File: src/rtl/pc_source_pkg.sv
// Shared types and constants for the next-PC unit: FSM states, trap causes,
// and the source select encodings.
package pc_source_pkg;

    typedef enum logic {
        RUN  = 1'b0,
        TRAP = 1'b1
    } state_t;

    localparam logic [1:0] CAUSE_NONE        = 2'd0;
    localparam logic [1:0] CAUSE_ILLEGAL_SEL = 2'd1;
    localparam logic [1:0] CAUSE_MISALIGN    = 2'd2;

    localparam int SEL_ULA    = 0;
    localparam int SEL_ALUOUT = 1;
    localparam int SEL_CONCAT = 2;
    localparam int SEL_MDR    = 3;
    localparam int SEL_EPC    = 4;

endpackage

File: src/rtl/pc_source_mux.sv
// Combinational N_SRC-way selector over the packed source bus.
// sel_valid is low when sel addresses a source that does not exist.
module pc_source_mux
    import pc_source_pkg::*;
#(
    parameter int DATA_W = 32,
    parameter int N_SRC  = 5,
    parameter int SEL_W  = 3
) (
    input  logic [N_SRC*DATA_W-1:0] src_flat,
    input  logic [SEL_W-1:0]        sel,
    output logic [DATA_W-1:0]       target,
    output logic                    sel_valid
);

    assign sel_valid = (int'(sel) < N_SRC);

    always_comb begin
        target = '0;
        for (int k = 0; k < N_SRC; k++) begin
            if (int'(sel) == k) begin
                target = src_flat[k*DATA_W +: DATA_W];
            end
        end
    end

endmodule

File: src/rtl/pc_source_unit.sv
// Next-PC unit: source select, PC register, branch qualification and a
// one-cycle trap to EXC_VECTOR. Define PC_SOURCE_ALIGN_CHECK_EN to trap on targets with nonzero low bits.
//
// state | meaning
// RUN   | accepts PC writes; illegal select or misaligned target enters TRAP
// TRAP  | one cycle, writes ignored; leaving it loads EXC_VECTOR into the PC
module pc_source_unit
    import pc_source_pkg::*;
#(
    parameter int                 DATA_W     = 32,
    parameter int                 N_SRC      = 5,
    parameter int                 SEL_W      = 3,
    parameter logic [DATA_W-1:0]  RESET_PC   = 32'h0000_0000,
    parameter logic [DATA_W-1:0]  EXC_VECTOR = 32'h0000_00FD,
    parameter int                 CNT_W      = 16
) (
    input  logic                    clk,
    input  logic                    reset,
    input  logic [N_SRC*DATA_W-1:0] src_flat,
    input  logic [SEL_W-1:0]        sel,
    input  logic                    pc_write,
    input  logic                    pc_write_cond,
    input  logic                    cond_flag,
    output logic [DATA_W-1:0]       pc_out,
    output logic [DATA_W-1:0]       pc_prev,
    output logic [DATA_W-1:0]       bad_target,
    output logic [1:0]              cause,
    output logic                    trap,
    output logic                    commit,
    output logic [CNT_W-1:0]        commit_cnt
);

    state_t            state;
    logic [DATA_W-1:0] target;
    logic              sel_valid;
    logic              wen;
    logic              misaligned;

    pc_source_mux #(
        .DATA_W (DATA_W),
        .N_SRC  (N_SRC),
        .SEL_W  (SEL_W)
    ) u_mux (
        .src_flat  (src_flat),
        .sel       (sel),
        .target    (target),
        .sel_valid (sel_valid)
    );

    assign wen = pc_write | (pc_write_cond & cond_flag);

`ifdef PC_SOURCE_ALIGN_CHECK_EN
    assign misaligned = (target[1:0] != 2'b00);
`else
    assign misaligned = 1'b0;
`endif

    always_ff @(posedge clk or posedge reset) begin
        if (reset) begin
            state      <= RUN;
            pc_out     <= RESET_PC;
            pc_prev    <= RESET_PC;
            bad_target <= '0;
            cause      <= CAUSE_NONE;
            trap       <= 1'b0;
            commit     <= 1'b0;
            commit_cnt <= '0;
        end else begin
            commit <= 1'b0;
            case (state)
                RUN: begin
                    if (wen) begin
                        if (!sel_valid) begin
                            bad_target <= pc_out;
                            cause      <= CAUSE_ILLEGAL_SEL;
                            trap       <= 1'b1;
                            state      <= TRAP;
                        end else if (misaligned) begin
                            bad_target <= target;
                            cause      <= CAUSE_MISALIGN;
                            trap       <= 1'b1;
                            state      <= TRAP;
                        end else begin
                            pc_prev <= pc_out;
                            pc_out  <= target;
                            commit  <= 1'b1;
                            if (commit_cnt != {CNT_W{1'b1}}) begin
                                commit_cnt <= commit_cnt + CNT_W'(1);
                            end
                        end
                    end
                end
                TRAP: begin
                    pc_prev <= pc_out;
                    pc_out  <= EXC_VECTOR;
                    trap    <= 1'b0;
                    state   <= RUN;
                end
                default: begin
                    trap  <= 1'b0;
                    state <= RUN;
                end
            endcase
        end
    end

endmodule

File: config.mk
export PLATFORM = sky130hd
export DESIGN_NAME = pc_source_unit
export DESIGN_NICKNAME = d
export VERILOG_FILES = /design/src/rtl/pc_source_pkg.sv /design/src/rtl/pc_source_mux.sv /design/src/rtl/pc_source_unit.sv
export SDC_FILE = /design/constraint.sdc
export NUM_CORES = 1
export LEC_CHECK = 0
export CAP_MARGIN = 15
export CORE_ASPECT_RATIO = 2
export CORE_MARGIN = 3
export CORE_UTILIZATION = 37
export DETAILED_ROUTE_END_ITERATION = 8
export PLACE_DENSITY = 0.74
export SLEW_MARGIN = 30
export SYNTH_ARGS = -nofsm -noshare
export SYNTH_HDL_FRONTEND = slang
export SYNTH_HIERARCHICAL = 1
export SYNTH_SLANG_ARGS = --single-unit
File: constraint.sdc
create_clock -name clk -period 3.93 [get_ports clk]
set_clock_uncertainty 0.15 [all_clocks]
set_input_delay 0.786 -clock clk [delete_from_list [all_inputs] [get_ports clk]]
set_output_delay 0.786 -clock clk [all_outputs]
set_load 0.05 [all_outputs]
==> results of run 1 <==
## worst max-delay path by stage
stage	slack (ns)	end	cells past startpoint	startpoint
CTS	1.16	pc_out[29]$_DFFE_PP0P_	8	sel[2]
finish	1.15	pc_out[29]$_DFFE_PP0P_	8	sel[2]
global placement	0.76	pc_out[10]$_DFFE_PP0P_	5	sel[2]
global route	1.05	pc_out[29]$_DFFE_PP0P_	8	sel[2]
detailed placement	0.71	pc_out[10]$_DFFE_PP0P_	8	sel[2]
floorplan	1.37	commit_cnt[9]$_DFFE_PP0P_	8	sel[1]
## final cells by class
cell class | instances | share of cell area (%)
Antenna cell | 2 | 0.0534
Clock buffer | 17 | 4.54
Clock inverter | 15 | 1.92
Inverter | 5 | 0.241
Multi-Input combinational cell | 390 | 28.2
Sequential cell | 116 | 31.0
Tap cell | 198 | 2.65
Timing Repair Buffer | 295 | 31.4
## through the flow
step / power [mW] / worst slack, ns / instance area (sq um) / hold slack (ns)
floorplan: 2.89 / 1.37 / 5810 / 0.405
global placement: 3.72 / 0.764 / 8750 / 0.302
detailed placement: 3.76 / 0.711 / 8750 / 0.305
CTS: 5.37 / 1.16 / 9360 / 0.318
global route: 5.52 / 1.05 / 9360 / 0.335
finish: 5.34 / 1.15 / 9360 / 0.314
## power breakdown
| group | internal [mW] | leakage (nW) | switching (mW) | total, mW |
|---|---|---|---|---|
| clock | 1.00 | 0.290 | 0.593 | 1.59 |
| combinational | 0.772 | 2.26 | 1.30 | 2.07 |
| sequential | 1.43 | 1.47 | 0.243 | 1.67 |
## cell usage in the layout, fill, tap and decap left out, drive strengths merged, types with 14 or more instances in the layout
master         count
clkbuf            17
a31oi             32
mux2              65
nand2            133
clkdlybuf4s50    281
a32oi             32
buf               14
nor2              37
dfrtp            116
a22o              25
xor2              14
## routing by layer
layer	part of all wire [%]	wire, um	vias to the layer above
li1	-	-	2538
met1	35	7850	2687
met2	53	12000	317
met3	7.6	1730	63
met4	5.2	1180	0
met5	0	0	-
## cell families after synthesis
family,Yosys count
fa+ha+maj,1
xor+xnor,15
compound gates,101
mux,65
buf+inv,47
other cells,1
flops,116
simple gates,207
## state kept, by name, indices dropped and copies added (netlist names)
signal	count
bad_target	32
pc_out	32
pc_prev	32
commit_cnt	16
cause	1
commit	1
state	1
trap	1
## critical path: cells and delay by family
kind	cells	cell delay [ns]
AO/OA/AOI/OAI	2	0.37
buffers and inverters	4	1.39
AND/OR/NAND/NOR	2	0.38
==> run metrics, run 1 <==
status=completed; register area=2900 sq um; Worst Hold Path Cells=2; WHS Endpoint=pc_prev[25]$_DFFE_PP0P_; Post-synth EDFFs=0; post-route ant nets=0; Final Non-Filler Cells=1038; sequential area share after synthesis=50.0%; Initial Utilization=37.7%; RSZ-0062 raised after global routing=false; crit path DAT=2.93 ns; Register-to-Register Path Depth=5; crit path kind=input pin to flop; critical hold path startpoint=pc_prev[25]$_DFFE_PP0P_; height of the die=183 um; number of distinct library cells after synthesis=45; Starting DRT DRC Count=277; largest area contributor in the netlist=dfrtp_1; GP Congestion=0.917; CTS Buf Count=17; met2 Resource Use GR=46.3%; Cells after Synth=553; via count=5605; Reg2Reg Setup Slack=1.74 ns; gr busiest metal=met2; synth top area cells=dfrtp_1 50%, mux2_2 12%, nand2_1 8.5%; worst slew pin tran=0.941 ns; IO Count=284; Worst Path Required=4.08 ns; Pwr per Cell Area=570 nW/um^2; # Post-CTS Setup Buffers=0; GR met3 Demand/Resource=6.53%; row cnt=64; ys flop type=dfrtp_1; Worst Path Max Fanout=23; synthesized area=5800 sq um; CTS resizes=0; asr flop ratio synth=100%; crit path launch type=input pin; setup TNS=0 ns; Hold Crit Class=flop to flop; Post-Synth Simple-Gate Area=16.3%; Cells after DPL=1004; Synth top area share=50.0%; Post-Synth XOR/XNOR Area=2.26%; first-pass GRT wire length=33600 um; largest family of logic cells by synthesized area=simple AND/OR/NAND/NOR gates; DR WL/cell=21.9 um; crit-path cells=clkdlybuf4s50_1 -> o21ai_0 -> buf_4 -> nor2b_4 -> nand2_4 -> clkinv_1 -> buf_4 -> a22o_1; Finish-stage setup viols=0; DRC Markers=0; H-tree Lvls=4; total congestion overflow=0; syn nets=722; Tcrit/Tclk final=70.8%; CP peak stage delay=0.63 ns; clk slew on worst S/H paths=0.06 ns; complex-gate fraction of the synthesized area=13.7%; Final #Nets=994; Synth top cells by count=132 x nand2_1, 116 x dfrtp_1, 64 x mux2_2; core area=15400 sq um; peak supply drop=482 uV; Layout area overhead=61.4%; DIE WIDTH=94.5 um; Adder-Cell Fraction of Synth Area=0.216%; Leak=4.02 nW; MaxCap Viol Count=0; GRT Total Usage=26.3%; hold buffer count at CTS=0; RR Startpoint=commit_cnt[1]$_DFFE_PP0P_; Ys Warns=6; area of the multi-input gates=2640 sq um; CP max-delay cell=clkdlybuf4s50_1; Die ar.=17300 sq um; final hold vios=0; Tmin final=2.78 ns; layout cells sized above 1=15.4%; f_max=359 MHz; CTS tree=built; vias in the first global route=5846; synthesized area per cell=10.5 sq um; Final Util=60.9%; 1st-pass router iterations=4; Max Root-Sink Buffers=2; Slew Limit Fails=0; Worst path most repeated cell=buf_4; Via density=5.40; Yosys reg bits=116; final wirelength=22700 um; Root Buffer=clkbuf_16; most frequent cell after synthesis=nand2_1; GRT met1 Usage=28.4%; initial antenna violation count=2; CP endpoint kind=flop; Sink Count=116; relative slew slack=37.0%; hpwl dp=17300 um; Fillers=1297; multiplexer share of the synthesized area=12.7%; worst skew pair latency=0.42 ns; r2r endpoint=commit_cnt[1]$_DFFE_PP0P_; largest net degree at the start of global routing=117; port buffer count=282
Power figures use the tool's default switching activity.
==> run 2, diff against run 1 <==
--- a/config.mk
+++ b/config.mk
@@ -8,9 +8,9 @@
 export CAP_MARGIN = 15
 export CORE_ASPECT_RATIO = 2
 export CORE_MARGIN = 3
-export CORE_UTILIZATION = 37
+export CORE_UTILIZATION = 41
 export DETAILED_ROUTE_END_ITERATION = 8
-export PLACE_DENSITY = 0.74
+export PLACE_DENSITY = 0.78
 export SLEW_MARGIN = 30
 export SYNTH_ARGS = -nofsm -noshare
 export SYNTH_HDL_FRONTEND = slang
==> constraint.sdc (replaced) <==
create_clock -name clk -period 2.8 [get_ports clk]
set_clock_uncertainty 0.15 [all_clocks]
set_input_delay 0.56 -clock clk [delete_from_list [all_inputs] [get_ports clk]]
set_output_delay 0.56 -clock clk [all_outputs]
set_load 0.05 [all_outputs]
==> run metrics, run 2 (same netlist as run 1, synthesis figures left out) <==
status=completed; crit path launch type=flop; IO Count=284 (unchanged); Layout area overhead=62.6%; post-route ant nets=0 (unchanged); height of the die=174 um (-4.8%); clk slew on worst S/H paths=0.06 ns (about the same); register area=2900 sq um (unchanged); CP max-delay cell=clkdlybuf4s50_1; H-tree Lvls=4 (unchanged); hold slack=0.312 ns (-0.00179 ns); largest registers=bad_target (32), pc_out (32), pc_prev (32); Final Non-Filler Cells=1033 (-0.48%); area of the multi-input gates=2640 sq um (about the same); 1st-pass router iterations=5 (+1); crit path kind=flop to output pin; largest net degree at the start of global routing=65 (-44%); MaxCap Viol Count=0 (unchanged); Final #Nets=1002 (+0.80%); layout cells sized above 1=16.0% (+0.56 points); # Post-CTS Setup Buffers=0 (unchanged); setup TNS=0 ns (unchanged); most frequent cells in the layout=281 x clkdlybuf4s50_1, 131 x nand2_1, 116 x dfrtp_1; Max Root-Sink Buffers=2 (unchanged); worst slew pin tran=0.889 ns (-0.0523 ns); CP endpoint kind=output pin; vias in the first global route=6142 (+5.1%); Worst Path Required=2.09 ns (-1.99 ns); hpwl dp=16300 um (-5.9%); CP peak stage delay=0.87 ns (+0.24 ns); Tmin final=2.48 ns; DIE WIDTH=90.1 um (-4.7%); Power, Total=7.45 mW (+40%); CTS Buf Count=17 (unchanged); total congestion overflow=0 (unchanged); relative slew slack=40.5% (+3.5 points); Final Util=69.0% (+8.1 points); Leak=4.06 nW (+0.99%); Cells after DPL=1000 (-0.40%); Sink Count=116 (unchanged); Pwr per Cell Area=790 nW/um^2 (+39%); crit-path cells=clkdlybuf4s50_1; pre-CTS setup slack=0.0192 ns (-0.692 ns); DRC Markers=0 (unchanged); core area=13700 sq um (-11%); f_max=404 MHz; initial antenna violation count=1 (-1); DP Area=8820 sq um (+0.77%); CTS tree=built; CTS resizes=0 (unchanged); final hold vios=0 (unchanged); Die ar.=15700 sq um (-9.3%); Starting DRT DRC Count=347 (+25%); DR WL/cell=21.3 um (-2.7%); Finish-stage setup viols=0 (unchanged); Root Buffer=clkbuf_16; row cnt=60 (-6.3%); Via density=5.58 (+3.3%); Fillers=1093 (-16%); Hold Crit Class=flop to flop; GP Congestion=0.874 (-4.7%); GRT Total Usage=27.8% (+1.5 points); hold buffer count at CTS=0 (unchanged); Final Cell Area=9430 sq um (+0.72%); via count=5763 (+2.8%); final worst slack=0.325 ns (-0.821 ns); RSZ-0062 raised after global routing=false; Tcrit/Tclk final=88.4%; CP Buf/Inv Count=1 (-3); Initial Utilization=42.5% (+4.7 points); Slew Limit Fails=0 (unchanged); final wirelength=22000 um (-3.2%); most common cell after layout, fill and taps aside=clkdlybuf4s50_1; worst skew pair latency=0.40 ns (-0.02 ns); Worst Path Max Fanout=6 (-74%); crit path DAT=1.77 ns (-1.16 ns); first-pass GRT wire length=34000 um (+1.4%); peak supply drop=624 uV (+30%); cell family with most CP delay=buffers and inverters; port buffer count=282 (unchanged)
-- run 2: changes by cell type in the layout (fill, tap and decap cells not counted), sizes merged --
cell / change
inv: -4
clkbuf: +3
clkinvlp: +1
buf: +8
diode: -1
-- run 2: tightest hold or removal path: cells and delay by family (launching register included) --
family / cells / cell delay [ns]
flops: 1 / 0.34
simple gates: 2 / 0.10
-- run 2: metal layers --
layer	GRT usage (%)	wire length (um)	up-vias
met5	0	0	-
met4	15.3	1010	0
met3	6.41	1610	73
met2	51.3	12100	330
met1	28.5	7290	2809
li1	-	-	2551
-- run 2: cell type report --
cell class,count,area share (%)
Antenna cell,1,0.0265
Clock buffer,20,4.74
Clock inverter,12,1.66
Inverter,5,0.239
Multi-Input combinational cell,390,28.0
Sequential cell,116,30.8
Tap cell,186,2.47
Timing Repair Buffer,303,32.1
-- run 2: final timing paths --
| check | cells after the start | to | slack [ns] | start |
|---|---|---|---|---|
| hold / removal | 2 | pc_prev[9]$_DFFE_PP0P_ | 0.31 | pc_prev[9]$_DFFE_PP0P_ |
| setup / recovery | 1 | commit_cnt[2] | 0.32 | commit_cnt[2]$_DFFE_PP0P_ |
| min in group asynchronous | 2 | bad_target[12]$_DFFE_PP0P_ | 0.38 | reset |
| setup reg to reg | 5 | commit_cnt[1]$_DFFE_PP0P_ | 0.55 | commit_cnt[1]$_DFFE_PP0P_ |
| hold reg to reg | 2 | pc_prev[9]$_DFFE_PP0P_ | 0.31 | pc_prev[9]$_DFFE_PP0P_ |
| max in group asynchronous | 3 | pc_out[27]$_DFFE_PP0P_ | 1.54 | reset |
-- run 2: power by group --
part           internal (mW)  switching [mW]  total [mW]
registers               2.01           0.324        2.34
clock network           1.42           0.770        2.19
logic                   1.10            1.83        2.92
total                   4.53            2.92        7.45
